--- src/rtl/logic_sweep_unit.sv ---
// rtl/logic_sweep_unit.sv - bitwise logic unit with one-stage output register and truth-table sweep generator
//
// Purpose:
//   Evaluates an 8-way bitwise opcode on two WIDTH-bit operands and presents
//   the result, together with the operands, from a single registered output
//   stage (latency 1, full throughput). Optionally, an internal generator
//   walks every combination of SWEEP_W-bit operands through the same datapath
//   so a complete truth table for one opcode can be collected downstream.
//
// Build option:
//   LOGIC_SWEEP_UNIT_SWEEP_EN - when defined, the sweep generator (IDLE/RUN/DONE
//   FSM) is built. When undefined, sweep_start/sweep_op are ignored,
//   sweep_busy/sweep_done/out_last stay 0 and only external operands flow.
//
// Ports:
//   clk, rst               - rising-edge clock, asynchronous active-high reset
//   in_valid/in_ready      - external operand handshake
//   in_a, in_b, in_op      - external operands and opcode
//   out_valid/out_ready    - result handshake
//   out_y, out_a, out_b    - result and the operands that produced it
//   out_last               - marks the final vector of a sweep
//   sweep_start, sweep_op  - start a sweep with the given opcode
//   sweep_busy, sweep_done - sweep in progress / one-cycle completion pulse
//
// Opcodes: 0 NAND, 1 AND, 2 OR, 3 NOT a, 4 NOR, 5 XOR, 6 XNOR, 7 pass a

module logic_sweep_unit #(
  parameter int WIDTH   = 8,
  parameter int SWEEP_W = 1
) (
  input  logic             clk,
  input  logic             rst,
  input  logic             in_valid,
  output logic             in_ready,
  input  logic [WIDTH-1:0] in_a,
  input  logic [WIDTH-1:0] in_b,
  input  logic [2:0]       in_op,
  output logic             out_valid,
  input  logic             out_ready,
  output logic [WIDTH-1:0] out_y,
  output logic [WIDTH-1:0] out_a,
  output logic [WIDTH-1:0] out_b,
  output logic             out_last,
  input  logic             sweep_start,
  input  logic [2:0]       sweep_op,
  output logic             sweep_busy,
  output logic             sweep_done
);

  function automatic logic [WIDTH-1:0] logic_op(input logic [2:0]       op,
                                                input logic [WIDTH-1:0] a,
                                                input logic [WIDTH-1:0] b);
    case (op)
      3'd0:    logic_op = ~(a & b);
      3'd1:    logic_op = a & b;
      3'd2:    logic_op = a | b;
      3'd3:    logic_op = ~a;
      3'd4:    logic_op = ~(a | b);
      3'd5:    logic_op = a ^ b;
      3'd6:    logic_op = ~(a ^ b);
      default: logic_op = a;
    endcase
  endfunction

  // Output stage registers
  logic             out_valid_q, out_valid_d;
  logic [WIDTH-1:0] out_y_q, out_y_d;
  logic [WIDTH-1:0] out_a_q, out_a_d;
  logic [WIDTH-1:0] out_b_q, out_b_d;
  logic             out_last_q, out_last_d;

  // The stage can take a new entry when it is empty or being drained this cycle
  logic stage_accept;
  assign stage_accept = !out_valid_q || out_ready;

  // Issue mux: whichever source (external port or sweep generator) feeds the stage
  logic             iss_valid;
  logic [WIDTH-1:0] iss_a;
  logic [WIDTH-1:0] iss_b;
  logic [2:0]       iss_op;
  logic             iss_last;

`ifdef LOGIC_SWEEP_UNIT_SWEEP_EN
  localparam int            CW      = 2 * SWEEP_W;
  localparam logic [CW-1:0] CNT_MAX = '1;

  typedef enum logic [1:0] {
    S_IDLE,
    S_RUN,
    S_DONE
  } state_t;

  state_t        state_q, state_d;
  logic [CW-1:0] cnt_q, cnt_d;
  logic [2:0]    op_q, op_d;

  always_ff @(posedge clk or posedge rst) begin
    if (rst) begin
      state_q <= S_IDLE;
      cnt_q   <= '0;
      op_q    <= 3'd0;
    end else begin
      state_q <= state_d;
      cnt_q   <= cnt_d;
      op_q    <= op_d;
    end
  end

  always_comb begin
    state_d    = state_q;
    cnt_d      = cnt_q;
    op_d       = op_q;
    in_ready   = 1'b0;
    sweep_busy = 1'b0;
    sweep_done = 1'b0;
    iss_valid  = 1'b0;
    iss_a      = in_a;
    iss_b      = in_b;
    iss_op     = in_op;
    iss_last   = 1'b0;
    case (state_q)
      S_IDLE: begin
        // A sweep request wins over an external operand in the same cycle
        in_ready = stage_accept && !sweep_start;
        if (sweep_start) begin
          state_d = S_RUN;
          op_d    = sweep_op;
          cnt_d   = '0;
        end else begin
          iss_valid = in_valid && stage_accept;
        end
      end
      S_RUN: begin
        sweep_busy = 1'b1;
        // Counter high half drives a, low half drives b
        iss_a      = WIDTH'(cnt_q[CW-1:SWEEP_W]);
        iss_b      = WIDTH'(cnt_q[SWEEP_W-1:0]);
        iss_op     = op_q;
        iss_last   = (cnt_q == CNT_MAX);
        // Under backpressure the counter simply waits, so no vector is skipped or repeated
        if (stage_accept) begin
          iss_valid = 1'b1;
          if (cnt_q == CNT_MAX) begin
            state_d = S_DONE;
          end else begin
            cnt_d = cnt_q + CW'(1);
          end
        end
      end
      S_DONE: begin
        sweep_done = 1'b1;
        state_d    = S_IDLE;
      end
      default: begin
        state_d = S_IDLE;
      end
    endcase
  end
`else
  logic unused_sweep;
  assign unused_sweep = ^{sweep_start, sweep_op};

  assign in_ready   = stage_accept;
  assign iss_valid  = in_valid && stage_accept;
  assign iss_a      = in_a;
  assign iss_b      = in_b;
  assign iss_op     = in_op;
  assign iss_last   = 1'b0;
  assign sweep_busy = 1'b0;
  assign sweep_done = 1'b0;
`endif

  always_comb begin
    out_valid_d = out_valid_q;
    out_y_d     = out_y_q;
    out_a_d     = out_a_q;
    out_b_d     = out_b_q;
    out_last_d  = out_last_q;
    // Payload only moves when the stage accepts, which keeps it stable under backpressure
    if (stage_accept) begin
      out_valid_d = iss_valid;
      if (iss_valid) begin
        out_y_d    = logic_op(iss_op, iss_a, iss_b);
        out_a_d    = iss_a;
        out_b_d    = iss_b;
        out_last_d = iss_last;
      end
    end
  end

  always_ff @(posedge clk or posedge rst) begin
    if (rst) begin
      out_valid_q <= 1'b0;
      out_y_q     <= '0;
      out_a_q     <= '0;
      out_b_q     <= '0;
      out_last_q  <= 1'b0;
    end else begin
      out_valid_q <= out_valid_d;
      out_y_q     <= out_y_d;
      out_a_q     <= out_a_d;
      out_b_q     <= out_b_d;
      out_last_q  <= out_last_d;
    end
  end

  assign out_valid = out_valid_q;
  assign out_y     = out_y_q;
  assign out_a     = out_a_q;
  assign out_b     = out_b_q;
  assign out_last  = out_last_q;

endmodule

--- config.mk ---
export PLATFORM = sky130hd
export DESIGN_NAME = logic_sweep_unit
export DESIGN_NICKNAME = d
export VERILOG_FILES = /design/src/rtl/logic_sweep_unit.sv
export SDC_FILE = /design/constraint.sdc
export NUM_CORES = 1
export LEC_CHECK = 0
export CORE_ASPECT_RATIO = 1.1
export CORE_MARGIN = 4
export CORE_UTILIZATION = 46
export DETAILED_ROUTE_END_ITERATION = 8
export GPL_TIMING_DRIVEN = 0
export PLACE_DENSITY = 0.86
export SLEW_MARGIN = 0
export SYNTH_ARGS = -nofsm -noshare
export SYNTH_HDL_FRONTEND = slang
export SYNTH_SLANG_ARGS = --single-unit
--- constraint.sdc ---
create_clock -name clk -period 1.5 [get_ports clk]
set_input_delay 0.225 -clock clk [delete_from_list [all_inputs] [get_ports clk]]
set_output_delay 0.225 -clock clk [all_outputs]
set_load 0.02 [all_outputs]
After elaboration in Yosys (flattened, before gate mapping)

Cells that the tools add are included.

Eq/ne operators: 6
Multiplexer cells: 1
Bitwise logic cells: 7
Reduce and logical (&&, ||, !) cells: 5

Operators with widths:

| kind                                           | number |
|---|---|
| case mux 8 bit (7 select lines)                | 1 |
| NOT 8 bit                                      | 4 |
| == test 3 bit (second input constant)          | 3 |
| bitwise AND 8 bit                              | 1 |
| bitwise OR 8 bit                               | 1 |
| bitwise XOR 8 bit                              | 1 |
| == test 3 x 2 -> 1 bit (second input constant) | 2 |
| == test 3 x 1 -> 1 bit (second input constant) | 1 |
| logical NOT 3 bit                              | 1 |
| AND reduction 2 bit                            | 1 |
| logical AND 1 bit                              | 1 |
| logical NOT 1 bit                              | 1 |
| logical OR 1 bit                               | 1 |

Register bits after elaboration: 25
Bits of input ports: 27
Output and inout port bits: 29
Word-level logic and storage cells: 23

Longest topological paths before layout

Gate-level depths: netlist of run 1.

Depth after elaboration: 4
Gate-level depth with buffers: 6

Least setup slack after synthesis of run 1

Ideal clock, no wire load.

Kind: flip-flop to flip-flop
Start: register out_valid_q, in the netlist out_valid
End: register out_y_q[3], in the netlist out_y[3]
Data arrival time: 1.444 ns
Required time: 1.397 ns
Slack: -0.048 ns
Stages on the path, launching flop included: 7
Clock period less this slack: 1.548 ns
Cell sequence: dfrtp_1 nand2b_1 nand2_1 buf_2 clkbuf_1 nand2_1 o41ai_2

Word-level cells in the longest chain between the ends: 4

Ends and longest elaborated chain:

| what                                     | line | RTL |
|---|---|---|
| from (decl)                              | 66   | `logic out_valid_q, out_valid_d;` |
| from (signal assigned)                   | 199  | `out_valid_q <= out_valid_d;` |
| logical NOT 1 bit (*)                    | 74   | `assign stage_accept = !out_valid_q \|\| out_ready;` |
| logical OR 1 bit (*)                     | 74   |  |
| net in_ready                             | 34   | `output logic in_ready,` |
| logical AND 1 bit                        | 164  | `assign iss_valid = in_valid && stage_accept;` |
| AND reduction 2 bit (no source line) (*) | n/a  |  |
| to (signal assigned)                     | 200  | `out_y_q <= out_y_d;` |
| to (decl)                                | 67   | `logic [WIDTH-1:0] out_y_q, out_y_d;` |

Mark *: on every way through the listed nets, which the timed path passes. The rest lies on a longest branch.
A chain may end at the register's enable or synchronous reset.

Final worst setup path of run 1

Start: register out_a_q[1], in the netlist out_a[1]
End: output port out_a[1]

RTL lines:

| what                   | line | RTL |
|---|---|---|
| from (decl)            | 68   | `logic [WIDTH-1:0] out_a_q, out_a_d;` |
| from (signal assigned) | 201  | `out_a_q <= out_a_d;` |
| to (decl)              | 41   | `output logic [WIDTH-1:0] out_a,` |

No word-level cell between the ends.

==> results of run 1 <==
-- routing by layer --
| layer | global-route usage | part of all wire | vias up |
|---|---|---|---|
| li1 | - | - | 757 |
| met1 | 0.2424 | 0.41 | 737 |
| met2 | 0.3084 | 0.50 | 58 |
| met3 | 0.03082 | 0.064 | 12 |
| met4 | 0.06982 | 0.022 | 0 |
| met5 | 0 | 0 | - |
-- worst min-delay path: stages --
cell	delay (ns)
clkbuf_2	0.11
inv_2	0.07
o21ai_1	0.07
-- power by group through the flow --
stage	Sequential, mW	Clock [mW]	Combinational [mW]
after global routing	0.832	0.447	0.866
after detailed placement	0.834	0	0.772
after CTS	0.820	0.410	0.784
after floorplan	0.951	0	0.315
after global placement	0.830	0	0.755
final	0.817	0.404	0.802
-- per-stage QoR --
step	instances	setup slack (ns)	area, um^2
5_1_grt	297	-0.03237	2470
4_1_cts	297	0.001873	2369
6_report	297	0.009861	2470
3_3_place_gp	293	-0.5467	2297
2_1_floorplan	196	0.03740	1764
3_5_place_dp	293	-0.5934	2297
-- area by class of cell --
class	instances	share of cell area
plain buffers	16	0.04863
clock buffers	3	0.01672
clock inverters	1	0.003040
inverters	17	0.02584
multi-input cells	138	0.4276
flip-flops and latches	25	0.2533
well taps	50	0.02533
repair buffers	47	0.1996
-- what timing repair did --
action / 4_1_cts / 5_1_grt
pin swaps: 2 / 5
resized for setup: 22 / 31
setup buffers: 0 / 0
setup endpoints to repair: 8 / 34
-- sequential cells by signal, indices dropped and copies added (netlist names) --
name,cells
out_a,8
out_b,8
out_y,8
out_valid,1
-- worst paths after layout --
check / depth (start not counted) / endpoint / slack (ns)
min in group asynchronous: 2 / out_a[0] / 0.46
min: 3 / out_a[5] / 0.24
max reg2reg: 6 / out_y[7] / 0.15
max: 1 / out_a[1] / 0.01
max in group asynchronous: 2 / out_b[2] / 0.47
min reg2reg: 2 / out_y[4] / 0.48
-- kinds of logic (layout without fill, tap and decap cells) --
family	count (synthesis)	in the layout	share of synthesized area
compound gates	47	47	0.1803
xor+xnor	2	2	0.009980
fa+ha+maj	16	16	0.1140
buf+inv	33	84	0.09337
flops	25	25	0.3564
mux	13	13	0.09551
other cells	1	3	0.002136
simple gates	57	57	0.1482
-- cells in the final DEF, fill, tap and decap left out, types with 3 or more instances in the layout --
cell	count
buf_4	4
o41ai_2	5
dfrtp_1	25
inv_2	10
nor2b_1	6
buf_2	3
o21a_1	5
inv_1	7
a211oi_1	5
buf_6	3
o21ai_1	17
clkdlybuf4s50_1	23
nor2b_2	3
dlymetal6s2s_1	15
mux2i_1	7
clkbuf_4	5
dlygate4sd2_1	8
conb_1	3
nor3_1	7
nor2_1	4
ha_1	12
nand2_1	31
a21oi_1	9
ha_4	4
clkbuf_8	3
==> results by group, run 1 <==
Clock network
  – Root buffer cell: clkbuf_8
  – CTS Sinks: 25
  – Hold Buf Count CTS: 0
  – Clk slew on worst S/H paths: 0.09 ns
  – Cts bufs inserted: 3
  – Worst-Skew Late Latency: 0.26 ns
  – H-tree depth: 1
  – Clock Path Buffers: 2
  – TritonCTS clock tree: built

Worst setup path
  – CP top delay family: buffers and inverters
  – CP Launch Point: out_a[1]
  – CP arrival: 1.27 ns
  – Slowest cell delay on critical path: 0.63 ns
  – Worst path bufs/invs: 1
  – Worst setup EP type: primary output
  – CP Launch Type: flip-flop
  – R2R Path Start: out_valid
  – CP Max Fanout: 2
  – CP Data Required Time: 1.27 ns
  – CP max-delay cell: clkdlybuf4s50_1
  – Critical path class: flip-flop to primary output
  – Worst path cell trace: clkdlybuf4s50_1

Global routing
  – Initial antenna violation count: 0
  – First-pass GRT wire length: 7079 um
  – GR Util All Layers: 0.1860
  – Global route total overflow: 0
  – Vias in the first global route: 1520
  – Largest net degree at the start of global routing: 26

STA
  – Slew margin rel.: 0.3798
  – Peak Freq: 671.1 MHz
  – Clock Skew: 0.004939 ns
  – Setup TNS Final: 0 ns
  – Min Tclk post-route: 1.490 ns
  – Final count of negative-setup-slack endpoints: 0
  – Final hold viol count: 0
  – Worst slew pin tran: 0.9293 ns
  – Hold slack: 0.2395 ns
  – Final period util: 0.9934
  – Final slew viol count: 0

Synth
  – Post-synthesis register bit count: 25
  – Commonest cells post-synth: nand2_1, dfrtp_1, o21ai_1
  – Area contributors post-synth: dfrtp_1, ha_1, nand2_1, o21ai_1, mux2i_1
  – Top-count cell post-synth: nand2_1
  – Netlist cell types: 31
  – Register area share after synthesis: 0.3564
  – Mapped Cells: 194
  – Top_reg_cell synth: dfrtp_1
  – Synth area leader: dfrtp_1
  – Number of flops mapped to enable cells by yosys: 0
  – YS warnings: 0
  – Asr flop ratio synth: 1.000
  – Synthesized cell area: 0.001755 mm^2
  – Avg Synthesized Cell Area: 9.049 um^2
  – Yosys top cell area share: 0.3564

Place
  – RePlAce Congestion: 0.8702
  – Final HPWL DP: 3143 um
  – Buffers on Ports: 47

Power
  – Pwr dens: 819.1 mW/mm^2
  – Leakage power: 1.279 nW
  – Pwr Total: 2.023 mW
  – Switching Fraction: 0.3386
  – Peak VDD IR: 362.5 uV
  – Comb pwr share: 0.396
  – Sequential share of power: 0.404
  – Share of total power in the clock network: 0.200
  – Net Switching: 0.6850 mW
  – Int Pwr: 1.338 mW

Drt
  – Remaining antenna violation count: 0
  – WL/cell: 15.12 um
  – Vias: 1564
  – First-pass DRT Iterations: 4
  – 1st-iter DRT viols: 121
  – Drt via density: 5.266
  – DRC: 0
  – Final WL: 4490 um

Floorplan
  – Area of the die: 0.004870 mm^2
  – Starting Density: 0.4803
  – Die Wd: 66.90 um
  – Core Area: 0.003655 mm^2
  – IO Pins: 56
  – Chip height: 72.79 um
  – Number of core rows: 23

Flow run
  – Max cap viols: 0

Cells and area
  – Layout cells sized above 1: 0.2065
  – Area of the multi-input gates: 0.001056 mm^2
  – # fillers: 292
  – Seq. cell area: 625.6 um^2
  – Area delta synth->final: 40.70%
  – Diodes inserted: 0
  – Post-Route Utilization: 0.6758
  – Final nets: 291

Hold path
  – Hold Startpoint: in_a[5]
  – Worst min path class: input port to flip-flop

Run status
  – Status: finished clean
Note: power is estimated with default switching activity, not from simulation.
==> run 2: changes to the inputs <==
CORE_ASPECT_RATIO = 0.8   (was 1.1)
GPL_TIMING_DRIVEN = unset   (was 0)
==> run 2 against run 1 <==
Routed wire length shrank 2.1%; utilization grew 10 points; critical path depth grew 5; worst hold slack gained 0.069 ns; non-clock buffer count grew 27; sequential cell count is the same; power grew 3.4%; largest power group is now combinational cells; highest routed layer unchanged.
==> results by group, run 2 (synthesis results as in run 1) <==
Drt
  – Drt via density: 5.051 (was 5.266)
  – 1st-iter DRT viols: 65 (was 121)
  – Vias: 1596 (was 1564)
  – Remaining antenna violation count: 0 (unchanged)
  – First-pass DRT Iterations: 4 (unchanged)
  – Max layer used: met4 (unchanged)
  – Met3 routed WL: 206 um (was 287 um)
  – DRC: 0 (unchanged)
  – Final WL: 4394 um (was 4490 um)
  – WL/cell: 13.91 um (was 15.12 um)
  – Wire length on met2: 2109 um (was 2260 um)
  – Metal-1 WL: 2026 um (was 1840 um)

Worst setup path
  – Worst path cell trace: clkdlybuf4s50_1 -> ha_1 -> nor2b_2 -> a211oi_1 -> o21a_1 -> o41ai_2 (was clkdlybuf4s50_1)
  – CP Launch Type: input port (was flip-flop)
  – Critical path class: input port to flip-flop (was flip-flop to primary output)
  – Worst setup EP type: flip-flop (was primary output)
  – CP max-delay cell: clkdlybuf4s50_1 (unchanged)
  – CP Data Required Time: 1.67 ns (was 1.27 ns)
  – CP arrival: 1.65 ns (was 1.27 ns)
  – Slowest cell delay on critical path: 0.53 ns (was 0.63 ns)
  – Worst path bufs/invs: 1 (unchanged)
  – CP top delay family: compound AO/OA/AOI/OAI gates (was buffers and inverters)
  – Flop-to-flop setup slack: 0.24 ns (was 0.15 ns)
  – CP Max Fanout: 3 (was 2)

Global routing
  – Vias in the first global route: 1601 (was 1520)
  – Initial antenna violation count: 0 (unchanged)
  – First-pass GRT wire length: 6906 um (was 7079 um)
  – GR Util All Layers: 0.1720 (was 0.1860)
  – Global route total overflow: 0 (unchanged)
  – Largest net degree at the start of global routing: 31 (was 26)

Hold path
  – Worst min path class: input port to asynchronous set/reset pin (was input port to flip-flop)

Place
  – Placement Cell Area: 0.002534 mm^2 (was 0.002297 mm^2)
  – RePlAce Congestion: 0.7592 (was 0.8702)
  – Final HPWL DP: 3137 um (was 3143 um)
  – Buffers on Ports: 48 (was 47)
  – Setup WS pre-CTS: -0.5272 ns (was -0.5934 ns)

Cells and area
  – Final Instance Area: 0.002746 mm^2 (was 0.002470 mm^2)
  – # fillers: 228 (was 292)
  – Area delta synth->final: 56.45% (was 40.70%)
  – Layout cells sized above 1: 0.2628 (was 0.2065)
  – Diodes inserted: 0 (unchanged)
  – Most frequent cells in the layout: buf_4, nand2_1, dfrtp_1 (was nand2_1, dfrtp_1, clkdlybuf4s50_1)
  – Leading cell type in the layout, fill and taps excluded: buf_4 (was nand2_1)
  – Final nets: 318 (was 291)

STA
  – Min Tclk post-route: 1.481 ns (was 1.490 ns)
  – Final slew viol count: 0 (unchanged)
  – Clock Skew: 0.008413 ns (was 0.004939 ns)
  – Final period util: 0.9876 (was 0.9934)
  – Final count of negative-setup-slack endpoints: 0 (unchanged)
  – Final WS setup: 0.01857 ns (was 0.009861 ns)
  – Final hold viol count: 0 (unchanged)
  – Peak Freq: 675.0 MHz (was 671.1 MHz)

Floorplan
  – Starting Density: 0.4956 (was 0.4803)
  – Number of core rows: 19 (was 23)
  – Core Area: 0.003542 mm^2 (was 0.003655 mm^2)
  – IO Pins: 56 (unchanged)
  – Area of the die: 0.004875 mm^2 (was 0.004870 mm^2)
  – Chip height: 63.26 um (was 72.79 um)
  – Die Wd: 77.07 um (was 66.90 um)

Run status
  – Status: finished clean (unchanged)

Clock network
  – Clock Path Buffers: 2 (unchanged)
  – Root buffer cell: clkbuf_8 (unchanged)
  – H-tree depth: 1 (unchanged)
  – Clk slew on worst S/H paths: 0.09 ns (about the same)
  – Worst-Skew Late Latency: 0.27 ns (was 0.26 ns)
  – CTS Sinks: 25 (unchanged)
  – TritonCTS clock tree: built (unchanged)
  – Cts bufs inserted: 3 (unchanged)

Flow run
  – Max cap viols: 0 (unchanged)

Power
  – Pwr dens: 761.8 mW/mm^2 (was 819.1 mW/mm^2)
  – Pwr Total: 2.092 mW (was 2.023 mW)
  – Leakage power: 1.527 nW (was 1.279 nW)
  – Peak VDD IR: 646.4 uV (was 362.5 uV)
[run 2: cell count changes in the layout (fill, tap and decap cells not counted), moves of 4 or more]
cell / previous run / this run
buf_4: 4 / 37
clkbuf_4: 5 / 0
clkdlybuf4s50_1: 23 / 19
dlymetal6s2s_1: 15 / 23
inv_1: 7 / 13
inv_2: 10 / 4
[run 2: final timing paths]
check | from | end | cells after the start
min in group clk | in_b[7] | out_b[7] | 4
max in group asynchronous | rst | out_y[2] | 3
worst max-delay path | in_a[2] | out_y[2] | 6
worst min register to register | out_y[7] | out_y[7] | 2
worst min-delay path | rst | out_b[7] | 3
worst max register to register | out_valid | out_y[1] | 5
[run 2: cell type report]
cell class	instances	area, um^2	area share
sequential	25	625.6	0.2278
clock buffer	3	41.29	0.01503
timing repair buffer	90	904.6	0.3294
tap	42	52.55	0.01913
inverter	17	63.81	0.02323
clock inverter	1	7.507	0.002733
multi-input combinational	138	1051	0.3827
[run 2: power by group]
group          switching (mW)  total (mW)  internal, mW
Sequential             0.0502       0.819         0.769
Combinational           0.421       0.858         0.437
Clock                   0.226       0.415         0.189
Total                   0.697        2.09          1.39
[run 2: per-layer routing]
layer,global-route usage,vias up
li1,-,818
met5,0,-
met1,0.2193,722
met3,0.03704,8
met2,0.3022,48
met4,0.03333,0
[run 2: what timing repair did]
item	4_1_cts	5_1_grt
resized for setup	12	33
cloned	0	1
setup endpoints to repair	5	24
hold buffers	0	0
buffers inserted	1	0
pin swaps	3	4
[run 2: tightest hold or removal path, delay by kind of cell]
family / cells / cell delay (ns)
buffers and inverters: 3 / 0.77
[run 2: per-stage QoR]
step | util | std cells | hold WS (ns) | TNS, ns
after floorplan | - | 196 | 0.2523 | 0
after detailed placement | 0.7153 | 310 | 0.4712 | -2.827
final | 0.7753 | 316 | 0.3088 | 0
after global routing | 0.7753 | 316 | 0.3518 | -0.01907
after CTS | 0.7379 | 315 | 0.3147 | 0
after global placement | 0.7153 | 310 | 0.4662 | -2.653
